===== src/rtl/ysyx_22040750_csr_pkg.sv =====
// ysyx_22040750_csr_pkg: constants and types shared by the trap sequencer and the CLINT.
package ysyx_22040750_csr_pkg;

    typedef enum logic [1:0] {
        ST_IDLE  = 2'd0,
        ST_DRAIN = 2'd1,
        ST_TRAP  = 2'd2,
        ST_MRET  = 2'd3
    } trap_state_e;

    localparam logic [63:0] CAUSE_ECALL_M = 64'd11;
    localparam logic [63:0] CAUSE_MTIMER  = 64'h8000_0000_0000_0007;

    localparam logic [11:0] CSR_MSTATUS  = 12'h300;
    localparam logic [11:0] CSR_MTVEC    = 12'h305;
    localparam logic [11:0] CSR_MSCRATCH = 12'h340;
    localparam logic [11:0] CSR_MEPC     = 12'h341;
    localparam logic [11:0] CSR_MCAUSE   = 12'h342;

    localparam logic [31:0] CLINT_MTIMECMP_OFS = 32'h0000_4000;
    localparam logic [31:0] CLINT_MTIME_OFS    = 32'h0000_BFF8;

    // Merge write data into an old register value, one byte lane per mask bit.
    function automatic logic [63:0] apply_wmask(input logic [63:0] old_val,
                                                input logic [63:0] wdata,
                                                input logic [7:0]  wmask);
        logic [63:0] merged;
        merged = old_val;
        for (int b = 0; b < 8; b++) begin
            if (wmask[b]) merged[b*8 +: 8] = wdata[b*8 +: 8];
        end
        return merged;
    endfunction

endpackage


===== src/rtl/ysyx_22040750_clint.sv =====
// ysyx_22040750_clint: mtime/mtimecmp timer with prescaler and MMIO decode.
// Only instantiated when YSYX_22040750_CLINT_EN is defined.
module ysyx_22040750_clint
    import ysyx_22040750_csr_pkg::*;
#(
    parameter int unsigned TICK_DIV   = 1,
    parameter logic [31:0] CLINT_BASE = 32'h0200_0000
) (
    input  logic        i_clk,
    input  logic        i_rst_n,
    input  logic        i_wen,
    input  logic        i_ren,
    input  logic [31:0] i_addr,
    input  logic [63:0] i_wdata,
    input  logic [7:0]  i_wmask,
    output logic [63:0] o_rdata,
    output logic        o_irq_pend
);

    localparam logic [15:0] PRE_MAX = 16'(TICK_DIV - 1);

    logic [15:0] r_prescale;
    logic [63:0] r_mtime;
    logic [63:0] r_mtimecmp;
    logic        w_tick;
    logic        w_hit_mtime;
    logic        w_hit_cmp;

    assign w_tick      = (r_prescale == PRE_MAX);
    assign w_hit_mtime = (i_addr == CLINT_BASE + CLINT_MTIME_OFS);
    assign w_hit_cmp   = (i_addr == CLINT_BASE + CLINT_MTIMECMP_OFS);
    assign o_irq_pend  = (r_mtime >= r_mtimecmp);

    // Prescaler counts 0..TICK_DIV-1 and produces one tick on wrap.
    always_ff @(posedge i_clk or negedge i_rst_n) begin
        if (!i_rst_n)    r_prescale <= '0;
        else if (w_tick) r_prescale <= '0;
        else             r_prescale <= r_prescale + 16'd1;
    end

    // mtime: a software write beats a simultaneous tick, which is then lost.
    always_ff @(posedge i_clk or negedge i_rst_n) begin
        if (!i_rst_n)                   r_mtime <= '0;
        else if (i_wen && w_hit_mtime)  r_mtime <= apply_wmask(r_mtime, i_wdata, i_wmask);
        else if (w_tick)                r_mtime <= r_mtime + 64'd1;
    end

    // mtimecmp resets to all ones so no interrupt is pending out of reset.
    always_ff @(posedge i_clk or negedge i_rst_n) begin
        if (!i_rst_n)                r_mtimecmp <= '1;
        else if (i_wen && w_hit_cmp) r_mtimecmp <= apply_wmask(r_mtimecmp, i_wdata, i_wmask);
    end

    // Combinational read port; misses and idle cycles read as zero.
    always_comb begin
        o_rdata = '0;
        if (i_ren && w_hit_cmp)        o_rdata = r_mtimecmp;
        else if (i_ren && w_hit_mtime) o_rdata = r_mtime;
    end

endmodule


===== src/rtl/ysyx_22040750_trap_ctrl.sv =====
// ysyx_22040750_trap_ctrl: trap/mret sequencer beside the machine-mode CSR file.
// YSYX_22040750_CLINT_EN builds the internal CLINT; otherwise I_timer_irq is the interrupt source.
module ysyx_22040750_trap_ctrl
    import ysyx_22040750_csr_pkg::*;
#(
    parameter int unsigned TICK_DIV   = 1,
    parameter logic [31:0] CLINT_BASE = 32'h0200_0000
) (
    input  logic        I_sys_clk,
    input  logic        I_rst_n,
    input  logic        I_wb_valid,
    input  logic        I_wb_ecall,
    input  logic        I_wb_mret,
    input  logic [31:0] I_wb_pc,
    input  logic [31:0] I_next_pc,
    input  logic        I_pipe_empty,
    input  logic        I_mstatus_mie,
    input  logic [63:0] I_csr_rd_data,
    output logic        O_csr_intr_wr,
    output logic        O_csr_intr_rd,
    output logic        O_csr_mret_wr,
    output logic        O_csr_mret_rd,
    output logic [31:0] O_intr_pc,
    output logic [63:0] O_intr_no,
    output logic        O_stall_if,
    output logic        O_redirect,
    output logic [31:0] O_redirect_pc,
    input  logic        I_mmio_wen,
    input  logic        I_mmio_ren,
    input  logic [31:0] I_mmio_addr,
    input  logic [63:0] I_mmio_wdata,
    input  logic [7:0]  I_mmio_wmask,
`ifndef YSYX_22040750_CLINT_EN
    input  logic        I_timer_irq,
`endif
    output logic [63:0] O_mmio_rdata
);

    trap_state_e r_state;
    trap_state_e w_next_state;
    logic [31:0] r_epc;
    logic [63:0] r_cause;
    logic        w_irq_pend;
    logic        w_irq_take;
    logic        w_load_ecall;
    logic        w_load_timer;
    logic        w_unused;

`ifdef YSYX_22040750_CLINT_EN
    ysyx_22040750_clint #(
        .TICK_DIV   (TICK_DIV),
        .CLINT_BASE (CLINT_BASE)
    ) u_clint (
        .i_clk      (I_sys_clk),
        .i_rst_n    (I_rst_n),
        .i_wen      (I_mmio_wen),
        .i_ren      (I_mmio_ren),
        .i_addr     (I_mmio_addr),
        .i_wdata    (I_mmio_wdata),
        .i_wmask    (I_mmio_wmask),
        .o_rdata    (O_mmio_rdata),
        .o_irq_pend (w_irq_pend)
    );
    assign w_unused = ^I_csr_rd_data[63:32];
`else
    assign w_irq_pend   = I_timer_irq;
    assign O_mmio_rdata = '0;
    assign w_unused     = ^{I_csr_rd_data[63:32], I_mmio_wen, I_mmio_ren, I_mmio_addr,
                            I_mmio_wdata, I_mmio_wmask, CLINT_BASE, 32'(TICK_DIV)};
`endif

    assign w_irq_take = w_irq_pend & I_mstatus_mie;

    // State register; reset drops straight back to IDLE so no strobe survives it.
    always_ff @(posedge I_sys_clk or negedge I_rst_n) begin
        if (!I_rst_n) r_state <= ST_IDLE;
        else          r_state <= w_next_state;
    end

    // Capture the return address and cause at the moment a trap is committed.
    always_ff @(posedge I_sys_clk or negedge I_rst_n) begin
        if (!I_rst_n) begin
            r_epc   <= '0;
            r_cause <= '0;
        end else if (w_load_ecall) begin
            r_epc   <= I_wb_pc;
            r_cause <= CAUSE_ECALL_M;
        end else if (w_load_timer) begin
            r_epc   <= I_next_pc;
            r_cause <= CAUSE_MTIMER;
        end
    end

    // Next-state and strobe decode; mret beats ecall beats interrupt, and an
    // interrupt that vanishes mid-drain abandons the trap rather than taking it.
    always_comb begin
        w_next_state  = r_state;
        w_load_ecall  = 1'b0;
        w_load_timer  = 1'b0;
        O_csr_intr_wr = 1'b0;
        O_csr_intr_rd = 1'b0;
        O_csr_mret_wr = 1'b0;
        O_csr_mret_rd = 1'b0;
        O_intr_pc     = '0;
        O_intr_no     = '0;
        O_stall_if    = 1'b0;
        O_redirect    = 1'b0;
        O_redirect_pc = '0;
        case (r_state)
            ST_IDLE: begin
                if (I_wb_valid && I_wb_mret) begin
                    w_next_state = ST_MRET;
                end else if (I_wb_valid && I_wb_ecall) begin
                    w_next_state = ST_TRAP;
                    w_load_ecall = 1'b1;
                end else if (w_irq_take) begin
                    w_next_state = ST_DRAIN;
                end
            end
            ST_DRAIN: begin
                O_stall_if = 1'b1;
                if (!w_irq_take) begin
                    w_next_state = ST_IDLE;
                end else if (I_pipe_empty) begin
                    w_next_state = ST_TRAP;
                    w_load_timer = 1'b1;
                end
            end
            ST_TRAP: begin
                O_stall_if    = 1'b1;
                O_csr_intr_wr = 1'b1;
                O_csr_intr_rd = 1'b1;
                O_intr_pc     = r_epc;
                O_intr_no     = r_cause;
                O_redirect    = 1'b1;
                O_redirect_pc = I_csr_rd_data[31:0];
                w_next_state  = ST_IDLE;
            end
            ST_MRET: begin
                O_stall_if    = 1'b1;
                O_csr_mret_wr = 1'b1;
                O_csr_mret_rd = 1'b1;
                O_redirect    = 1'b1;
                O_redirect_pc = I_csr_rd_data[31:0];
                w_next_state  = ST_IDLE;
            end
            default: w_next_state = ST_IDLE;
        endcase
    end

endmodule


===== config.mk =====
export PLATFORM = sky130hd
export DESIGN_NAME = ysyx_22040750_trap_ctrl
export DESIGN_NICKNAME = d
export VERILOG_FILES = /design/src/rtl/ysyx_22040750_csr_pkg.sv /design/src/rtl/ysyx_22040750_clint.sv /design/src/rtl/ysyx_22040750_trap_ctrl.sv
export SDC_FILE = /design/constraint.sdc
export NUM_CORES = 1
export LEC_CHECK = 0
export ABC_AREA = 1
export CORE_AREA = 2 2 171 173
export DETAILED_ROUTE_END_ITERATION = 7
export DIE_AREA = 0 0 173 175
export DONT_BUFFER_PORTS = 1
export SYNTH_ARGS = -nofsm -noshare
export SYNTH_HDL_FRONTEND = slang
export SYNTH_SLANG_ARGS = --single-unit

===== constraint.sdc =====
create_clock -name I_sys_clk -period 1.2 [get_ports I_sys_clk]
set_input_delay 0.18 -clock I_sys_clk [delete_from_list [all_inputs] [get_ports I_sys_clk]]
set_output_delay 0.18 -clock I_sys_clk [all_outputs]
set_load 0.01 [all_outputs]

**Yosys cells after proc, flatten, opt, wreduce, memory -nomap -nowiden**

Index checks and enable logic that the tools add are counted.

- Word-level logic and storage cells: 39
- Bits in registers: 98
- Bits of input ports: 242
- Output and inout port bits: 198

- Multiplexer cells: 23
- Reductions and logical operators: 7
- Eq/ne operators: 5
- Bitwise logic cells: 1

Operators by type and width:

| kind | number |
|---|---|
| 64-bit two-way mux | 3 |
| 32-bit two-way mux | 4 |
| 1-bit two-way mux | 10 |
| 2-bit two-way mux | 5 |
| 2-bit one-hot mux with 3 select lines | 1 |
| 2-bit equality test, second input constant | 2 |
| 4-bit != test, second input constant | 1 |
| 3-bit != test, second input constant | 1 |
| 3-bit OR reduction | 1 |
| 2-bit by 1-bit equality test with 1-bit output, second input constant | 1 |
| 1-bit logical AND | 2 |
| 2-bit zero test | 1 |
| 2-bit AND reduction | 1 |
| 2-bit nonzero test | 1 |
| 2-bit OR reduction | 1 |
| 1-bit AND | 1 |

**Depth between registers and ports, before layout**

Gate-level depths: netlist of the first run.

- Depth after elaboration: 5
- Mapped depth: 9
- Mapped depth without buffers: 7

**Least setup slack after synthesis of the first run**

No wires, ideal clock.

- Path type: reg2out
- Start point: reg r_state[1]
- End point: out O_intr_no[1]
- Path buffers: 3
- Data arrival time: 1409 ps
- Path slack: -389 ps
- Required time: 1020 ps
- Cell stages (with the launch flop): 8
- Cells stage by stage: dfrtp_1 -> buf_6 -> inv_2 -> nor2_1 -> inv_2 -> buf_2 -> nor2_1 -> buf_4

- Longest elaborated chain between the ends: 2

RTL lines:

| item | line | text |
|---|---|---|
| start, declared | ysyx_22040750_trap_ctrl.sv:39 | `trap_state_e r_state;` |
| start signal, assigned | ysyx_22040750_trap_ctrl.sv:77 | `else r_state <= w_next_state;` |
| 2-bit equality test | ysyx_22040750_trap_ctrl.sv:109 | `case (r_state)` |
| 64-bit two-way mux | ysyx_22040750_trap_ctrl.sv:109 |  |
| end, declared | ysyx_22040750_trap_ctrl.sv:24 | `output logic [63:0] O_intr_no,` |

No other way between the ends.

**Final worst setup path of the first run**

- Start point: reg r_state[1]
- End point: out O_intr_pc[12]

- Longest elaborated chain between the ends: 2

RTL lines:

| item | line | text |
|---|---|---|
| 2-bit equality test | ysyx_22040750_trap_ctrl.sv:109 |  |
| 32-bit two-way mux | ysyx_22040750_trap_ctrl.sv:109 |  |
| end, declared | ysyx_22040750_trap_ctrl.sv:23 | `output logic [31:0] O_intr_pc,` |

No other way between the ends.

==> results, run 1 <==
- The flow ran to the end, but the final reports show violations.
- The checks that failed: setup timing.
- The number of pins exceeding their max-slew limit in the final report is 0.
- The per-instance average area after synthesis is 6.43 um2.
- The global-route total usage across every layer is 9.05%.
- The share of layout cells above drive strength 1 is 40.8%.
- The cell area after placement is 3890 um2.
- Setup repair after global routing could not meet its margin everywhere.
- The clock passes through at most 2 buffers.
- In this run the core area contains 62 standard-cell rows.
- Of the total power, the share spent switching nets is 46.0%.
- The worst-case IR drop observed on VDD is 0.638 mV.
- Once the floorplan was initialized, standard cells occupied 12.4% of the core.
- For this run, design rule violations remaining after detail routing come to 0.
- The required time of the worst setup path is 1.02 ns.
- Once routing completed, OpenROAD measured the worst setup slack at -0.399 ns.
- The maximum achievable frequency is 625 MHz.
- The power share of the combinational group is 62.8%.
- The core area is 28,400 um2.
- By area the synthesized netlist is led by sky130_fd_sc_hd__buf_4, sky130_fd_sc_hd__dfrtp_1, sky130_fd_sc_hd__nand2_1, sky130_fd_sc_hd__nand3_1, sky130_fd_sc_hd__inv_1.
- The HPWL after detailed placement is 10,900 um.
- The die span in x is 173 um.
- The fraction of the yosys area taken by sequential cells is 26.2%.
- The critical path is of the reg -> out type.
- Setup violations remaining at the end of the flow were counted as 112.
- The internal portion of the total power is 0.00548 W.
- For this run the aggregate overflow at the end of global routing stands at 0.
- The vertical die dimension is 175 um.
- Dividing the detail-routed via count by the number of cells gives 3.18.
- After routing the design area is 5280 um2.
- The total count of hold-check failures in the final report is 0.
- Dividing the detail-routed wire length by the instance count gives 15.2 um.
- Sequential cells burn 21.4% of the power.
- Power spread over the standard cell area amounts to 1920 nW/um2.
- The final routed wirelength across all metal layers is 15,000 um.
- Entering global routing, the biggest net connects 38 pins.
- Walking the worst path, the cells encountered are buf_6 -> inv_4 -> nor2_4 -> inv_6 -> buf_12 -> buf_16 -> nor2_4.
- Clock-pin slew was measured on the worst setup and hold paths at 0.06 ns.
- The clock tree skew after final layout is 0.00605 ns.
- TritonCTS built the clock tree.
- The count of nets left with antenna violations once routing finished came out at 0.
- The first global-routing pass estimated 19,400 um of wire.
- sky130_fd_sc_hd__buf_4 takes more of the synthesized area than any other cell.
- Routability-driven placement finished with a final weighted congestion of 0.818.
- The slowest stage of the critical path is the sky130_fd_sc_hd__dfrtp_1 cell.
- The TritonCTS buffer count is 5.
- The kind of cell adding the most delay to the critical path is buffers and inverters.
- The max-cap check violation count is 0.
- Summed over all failing endpoints, the final setup total negative slack is -32.10 ns.
- The most numerous cell on the critical path is sky130_fd_sc_hd__nor2_4.
- For this design the total switching power over the nets is 0.00466 W.
- The via count of the first global-routing pass is 2,838.
- The iteration-0 DRC count of the detailed router is 79.
- Compared with the post-synthesis result, the final layout area differs by 49.7%.
- For this design the static power due to leakage is 2.90 nW.
- The tree is rooted in a sky130_fd_sc_hd__clkbuf_16.
- The number of input and output port buffers inserted is 0.
- The H-tree was split into 2 levels.
- The initial antenna violation count came to 2.
- The Yosys warning count is 0.
- STA puts the critical path data arrival time at 1.42 ns.
- The share of power burned in the clock network is 15.8%.
- Subtracting the final worst setup slack from the clock period gives 1.60 ns.
- The I/O pin count is 440.
- Synthesis inferred 37 register bits.
- The final layout contains 837 nets.
- The die outline area is 30,300 um2.
- The cell area after synthesis is 3530 um2.
- Clock tree synthesis found a total of 37 sinks.
- The classification of the worst-slack hold path is in -> reg.
- The synthesized netlist contains 20 unique library cells.
- The number of vias in the routed layout is 3,132.
- The proportion of netlist area held by the largest area contributor is 27.0%.
- STA classifies the critical path startpoint as a flip-flop.
- The number of buffers and inverters on the critical path is 5.
- The post-route clock period utilization is 133%.
- The largest single stage delay on the critical path is 0.36 ns.
- The first TritonRoute pass finished after 4 iterations.
- Clock latency on the worst-skew pair, taken at its later pin, is 0.29 ns.
- STA classifies the critical path endpoint as an output pin.
- The maximum fanout encountered on the critical timing path is 7.
- The cell count after synthesis came out at 549.
per-stage QoR:
step | util, % | worst slack [ns] | instances | hold slack (ns) | total power, W
3_5_place_dp | 13.7 | -0.158 | 939 | -0.114 | 0.00612
5_1_grt | 18.6 | -0.461 | 982 | 0.0754 | 0.0109
6_report | 18.6 | -0.399 | 984 | 0.0657 | 0.0101
3_3_place_gp | 13.7 | -0.136 | 939 | -0.114 | 0.00603
2_1_floorplan | - | -0.103 | 671 | -0.116 | 0.00512
4_1_cts | 17.2 | -0.398 | 971 | 0.0522 | 0.00967
placed cells by master (no fill, tap or decap), types with 17 or more instances in the layout:
cell type and instances:
sky130_fd_sc_hd__inv_1 41, sky130_fd_sc_hd__nand2_1 101, sky130_fd_sc_hd__dfrtp_1 36, sky130_fd_sc_hd__conb_1 123
sky130_fd_sc_hd__nand2_4 37, sky130_fd_sc_hd__buf_6 17, sky130_fd_sc_hd__nand3_2 22, sky130_fd_sc_hd__nand2_2 30
sky130_fd_sc_hd__nand3_1 44, sky130_fd_sc_hd__inv_4 21, sky130_fd_sc_hd__nor2_4 29, sky130_fd_sc_hd__buf_4 26
synth_stat cells:
master / count
sky130_fd_sc_hd__o21ai_0: 4
sky130_fd_sc_hd__buf_1: 3
sky130_fd_sc_hd__nor2_4: 1
sky130_fd_sc_hd__nor2_1: 38
sky130_fd_sc_hd__inv_2: 3
sky130_fd_sc_hd__clkbuf_1: 4
sky130_fd_sc_hd__nand2_1: 168
sky130_fd_sc_hd__o22ai_1: 1
sky130_fd_sc_hd__buf_2: 14
sky130_fd_sc_hd__nor2_2: 1
sky130_fd_sc_hd__nand2_4: 1
sky130_fd_sc_hd__nand3b_4: 1
sky130_fd_sc_hd__dfrtp_1: 37
sky130_fd_sc_hd__nor2_8: 1
sky130_fd_sc_hd__nand2_2: 1
sky130_fd_sc_hd__buf_4: 127
sky130_fd_sc_hd__inv_1: 71
sky130_fd_sc_hd__buf_6: 6
sky130_fd_sc_hd__nand3_1: 66
sky130_fd_sc_hd__conb_1: 1
final cells by class:
cell class	instances	area, um2
sequential	37	927
inverter	74	335
fill	3175	23100
multi-input combinational	406	2390
antenna	4	10.0
timing repair buffer	71	972
clock buffer	5	125
tap	384	480
clock inverter	3	46.3
what timing repair did:
item | in CTS | in global routing
cloned | 6 | 2
endpoints found under the setup margin | 112 | 112
resized for setup | 161 | 100
pin swaps | 8 | 48
hold buffers | 3 | 0
hold endpoints to repair | 38 | 0
setup buffers | 17 | 13
worst register-to-register path, delay by kind of cell (launching register included):
| family | cells | cell delay [ns] |
|---|---|---|
| buffers and inverters | 4 | 0.49 |
| flip-flops | 1 | 0.39 |
| AND/OR/NAND/NOR | 5 | 0.54 |
sequential cells by signal (all words and copies together) (netlist names):
name	count
r_cause	3
r_state	2
r_epc	32
routing by layer:
layer,vias up,track usage (%),wire [um]
li1,1481,-,-
met1,1429,9.52,5350
met2,207,15.6,7310
met3,15,5.09,1910
met4,0,2.44,382
met5,-,0,0
power by group through the flow:
stage          Sequential [W]  Clock [W]  Combinational [W]
2_1_floorplan         0.00213          0            0.00299
3_3_place_gp          0.00218          0            0.00385
3_5_place_dp          0.00221          0            0.00391
4_1_cts               0.00216    0.00170            0.00582
5_1_grt               0.00223    0.00173            0.00693
6_report              0.00217    0.00161            0.00636
worst paths after layout:
check                              from            end  slack, ns  cells after the start
min in group asynchronous       I_rst_n     r_cause[3]       0.41                      2
max reg2reg                  r_state[0]      r_epc[13]      -0.29                      9
min reg2reg                  r_cause[1]     r_cause[1]       0.50                      2
max in group asynchronous       I_rst_n     r_state[0]       0.57                      2
max                          r_state[1]  O_intr_pc[12]      -0.40                      7
min                        I_pipe_empty     r_state[1]       0.07                      2
logic make-up after synthesis:
kind of cell	count (synthesis)	share of synthesized area, %
AOI/OAI and AO/OA	5	0.745
other	1	0.106
DFF	37	26.2
and+or+nand+nor	278	33.4
buffers and inverters	228	39.5
(Power assumes the default switching activity.)
==> run 2, diff against run 1 <==
--- a/config.mk
+++ b/config.mk
@@ -10,6 +10,7 @@
 export DETAILED_ROUTE_END_ITERATION = 7
 export DIE_AREA = 0 0 173 175
 export DONT_BUFFER_PORTS = 1
+export SKIP_LAST_GASP = 1
 export SYNTH_ARGS = -nofsm -noshare
 export SYNTH_HDL_FRONTEND = slang
 export SYNTH_SLANG_ARGS = --single-unit
==> results, run 2 (synthesis gave the netlist of run 1 again) <==
- The TritonCTS sink count is 37 (unchanged).
- The startpoint-to-endpoint class of the critical path is reg -> out.
- The overall overflow remaining after global route is 0 (unchanged).
- The number of standard cells in the final layout excluding fillers was 984 (unchanged).
- The share of layout cells above drive strength 1 is 39.9% (-0.91 points).
- The floorplan row count is 62 (unchanged).
- The area growth from synthesis to final layout is 49.8% (about the same).
- The count of final setup violators was 112 (unchanged).
- The clock tree skew after final layout is 0.00587 ns (-0.000179 ns).
- The initial antenna violation count is 2 (unchanged).
- The iteration-0 DRC count of the detailed router came to 80 (+1.3%).
- The total count of hold-check failures in the final report is 0 (unchanged).
- The number of filler cells placed in the layout is 3,176 (+0.031%).
- The global-route total usage across every layer was 9.05% (unchanged).
- The number of flip-flops under the largest register name is 32 (unchanged).
- The post-route clock period utilization was 133% (about the same).
- The maximum achievable frequency is 626 MHz (about the same).
- The number of buffers and inverters on the critical path is 5 (unchanged).
- The final routed wirelength across all metal layers is 15,000 um (+0.54%).
- The number of H-tree levels is 2 (unchanged).
- The maximum cell stage delay along the critical path is 0.36 ns (about the same).
- The TritonCTS buffer count is 5 (unchanged).
- The reg2reg setup slack came to -0.29 ns (about the same).
- The worst-case clock buffer depth is 2 (unchanged).
- The final estimated routing congestion in global placement came to 0.818 (unchanged).
- The overall power came to 0.0102 W (+0.30%).
- The post-DP HPWL is 10,900 um (unchanged).
- The cell area after layout is 5290 um2 (about the same).
- The largest net degree at the start of global routing is 38 (unchanged).
- Setup repair after global routing could not meet its margin everywhere.
- The max-cap check violation count is 0 (unchanged).
- The checks that failed: setup timing.
- The maximum vdd ir drop is 0.646 mV (+1.1%).
- The I/O pin count came to 440 (unchanged).
- The worst setup path is captured at an output pin.
- Broken down by cell family, the worst path's largest delay share belongs to buffers and inverters.
- The TritonCTS clock tree is built.
- The multi-input gate area in the final layout was 2370 um2 (-0.63%).
- The core area is 28,400 um2 (unchanged).
- The post-placement worst setup slack is -0.158 ns (unchanged).
- The library cells used most frequently in the layout, excluding fill and tap cells, are sky130_fd_sc_hd__conb_1, sky130_fd_sc_hd__nand2_1, sky130_fd_sc_hd__nand3_1.
- The number of input and output port buffers inserted came to 0 (unchanged).
- The clock transition at the registers of the reported paths came to 0.06 ns (about the same).
- The routed wire length per instance was 15.3 um (+0.54%).
- The cell count after placement is 939 (unchanged).
- The number of vias in the routed layout is 3,168 (+1.1%).
- The setup TNS is -32.53 ns (-0.429 ns).
- The effective utilization at floorplan is 12.4% (unchanged).
- The largest individual stage delay along the critical path comes from the cell sky130_fd_sc_hd__dfrtp_1.
- The mean number of vias per cell is 3.22 (+1.1%).
- The tightest min-delay check is of the in -> reg type.
- The buffer cell driving the clock tree root is sky130_fd_sc_hd__clkbuf_16.
- The maximum fanout encountered on the critical timing path came to 7 (unchanged).
- The vertical die dimension was 175 um (unchanged).
- The largest registers in the layout are r_epc x32, r_cause x3, r_state x2.
- The number of nets in the final layout is 838 (+0.12%).
- The number of pins exceeding their max-slew limit in the final report was 0 (unchanged).
- The worst endpoint data arrival time is 1.42 ns (about the same).
- The clock latency on the worst-skew pair is 0.29 ns (about the same).
- The power density normalized to cell area was 1920 nW/um2 (+0.23%).
- The leakage dissipation is 2.91 nW (+0.32%).
- The count of nets left with antenna violations after detail routing is 0 (unchanged).
- The library cell used most frequently in the layout, excluding fill and tap cells, is sky130_fd_sc_hd__conb_1.
- The critical path launch point type is a flip-flop.
- The cell area after placement is 3890 um2 (unchanged).
- The time the worst path needs with I/O delays and setup came to 1.60 ns (-0.000863 ns).
- The run finished, with violations left.
- The die span in x is 173 um (unchanged).
- The area taken by flip-flops and latches is 927 um2 (unchanged).
- The first-pass detailed-route iteration total came to 4 (unchanged).
- The required time of the worst setup path is 1.02 ns (about the same).
- The number of remaining DRC errors is 0 (unchanged).
- The global-route wire length before repair is 19,400 um (about the same).
- The die outline area is 30,300 um2 (unchanged).
- The signal on the critical path passes through buf_6 -> inv_4 -> nor2_4 -> inv_6 -> buf_12 -> buf_6 -> nor2_4.
- More flip-flops sit in one register than any other, and that register is r_epc.
- The worst path setup slack after routing was -0.398 ns (+0.000863 ns).
- The via count of the first global-routing pass is 2,836 (-0.070%).
-- run 2: area by class of cell --
cell class              count  share of cell area (%)
multi-input cells         406                    44.9
repair buffers             72                    18.8
flip-flops and latches     37                    17.5
well taps                 384                    9.09
inverters                  74                    6.34
clock buffers               5                    2.37
clock inverters             3                   0.876
diodes                      3                   0.142
-- run 2: where the power goes --
group	switching [W]	internal, W
Clock	0.000613	0.000986
Combinational	0.00369	0.00271
Sequential	0.000348	0.00182
-- run 2: what timing repair did --
item | CTS | global route
gates cloned | 6 | 3
endpoints found under the hold margin | 38 | 0
setup endpoints to repair | 112 | 112
buffers inserted | 17 | 13
resized for setup | 153 | 100
hold buffers | 3 | 0
pin swaps | 8 | 47
-- run 2: worst register-to-register path, delay by kind of cell (launching register included) --
| kind | cells | cell delay, ns |
|---|---|---|
| AND/OR/NAND/NOR | 5 | 0.54 |
| buffers and inverters | 4 | 0.49 |
| flip-flops | 1 | 0.39 |
-- run 2: per-stage QoR --
stage                     hold slack (ns)  util (%)
after detailed placement           -0.114      13.7
after CTS                          0.0522      17.1
after global routing               0.0754      18.6
final                              0.0656      18.6
after global placement             -0.114      13.7
after floorplan                    -0.116         -
-- run 2: metal layers --
| metal | global-route usage [%] | wire [um] |
|---|---|---|
| met1 | 9.56 | 5370 |
| met2 | 15.5 | 7430 |
| met3 | 5.09 | 1880 |
| met4 | 2.44 | 348 |
| met5 | 0 | 0 |
-- run 2: worst paths after layout --
check / depth (start not counted) / end / startpoint
setup / recovery: 7 / O_intr_pc[10] / r_state[1]
hold / removal: 2 / r_state[1] / I_pipe_empty
setup reg to reg: 9 / r_epc[13] / r_state[0]
hold reg to reg: 2 / r_cause[1] / r_cause[1]
max in group asynchronous: 2 / r_state[0] / I_rst_n
min in group asynchronous: 2 / r_cause[3] / I_rst_n
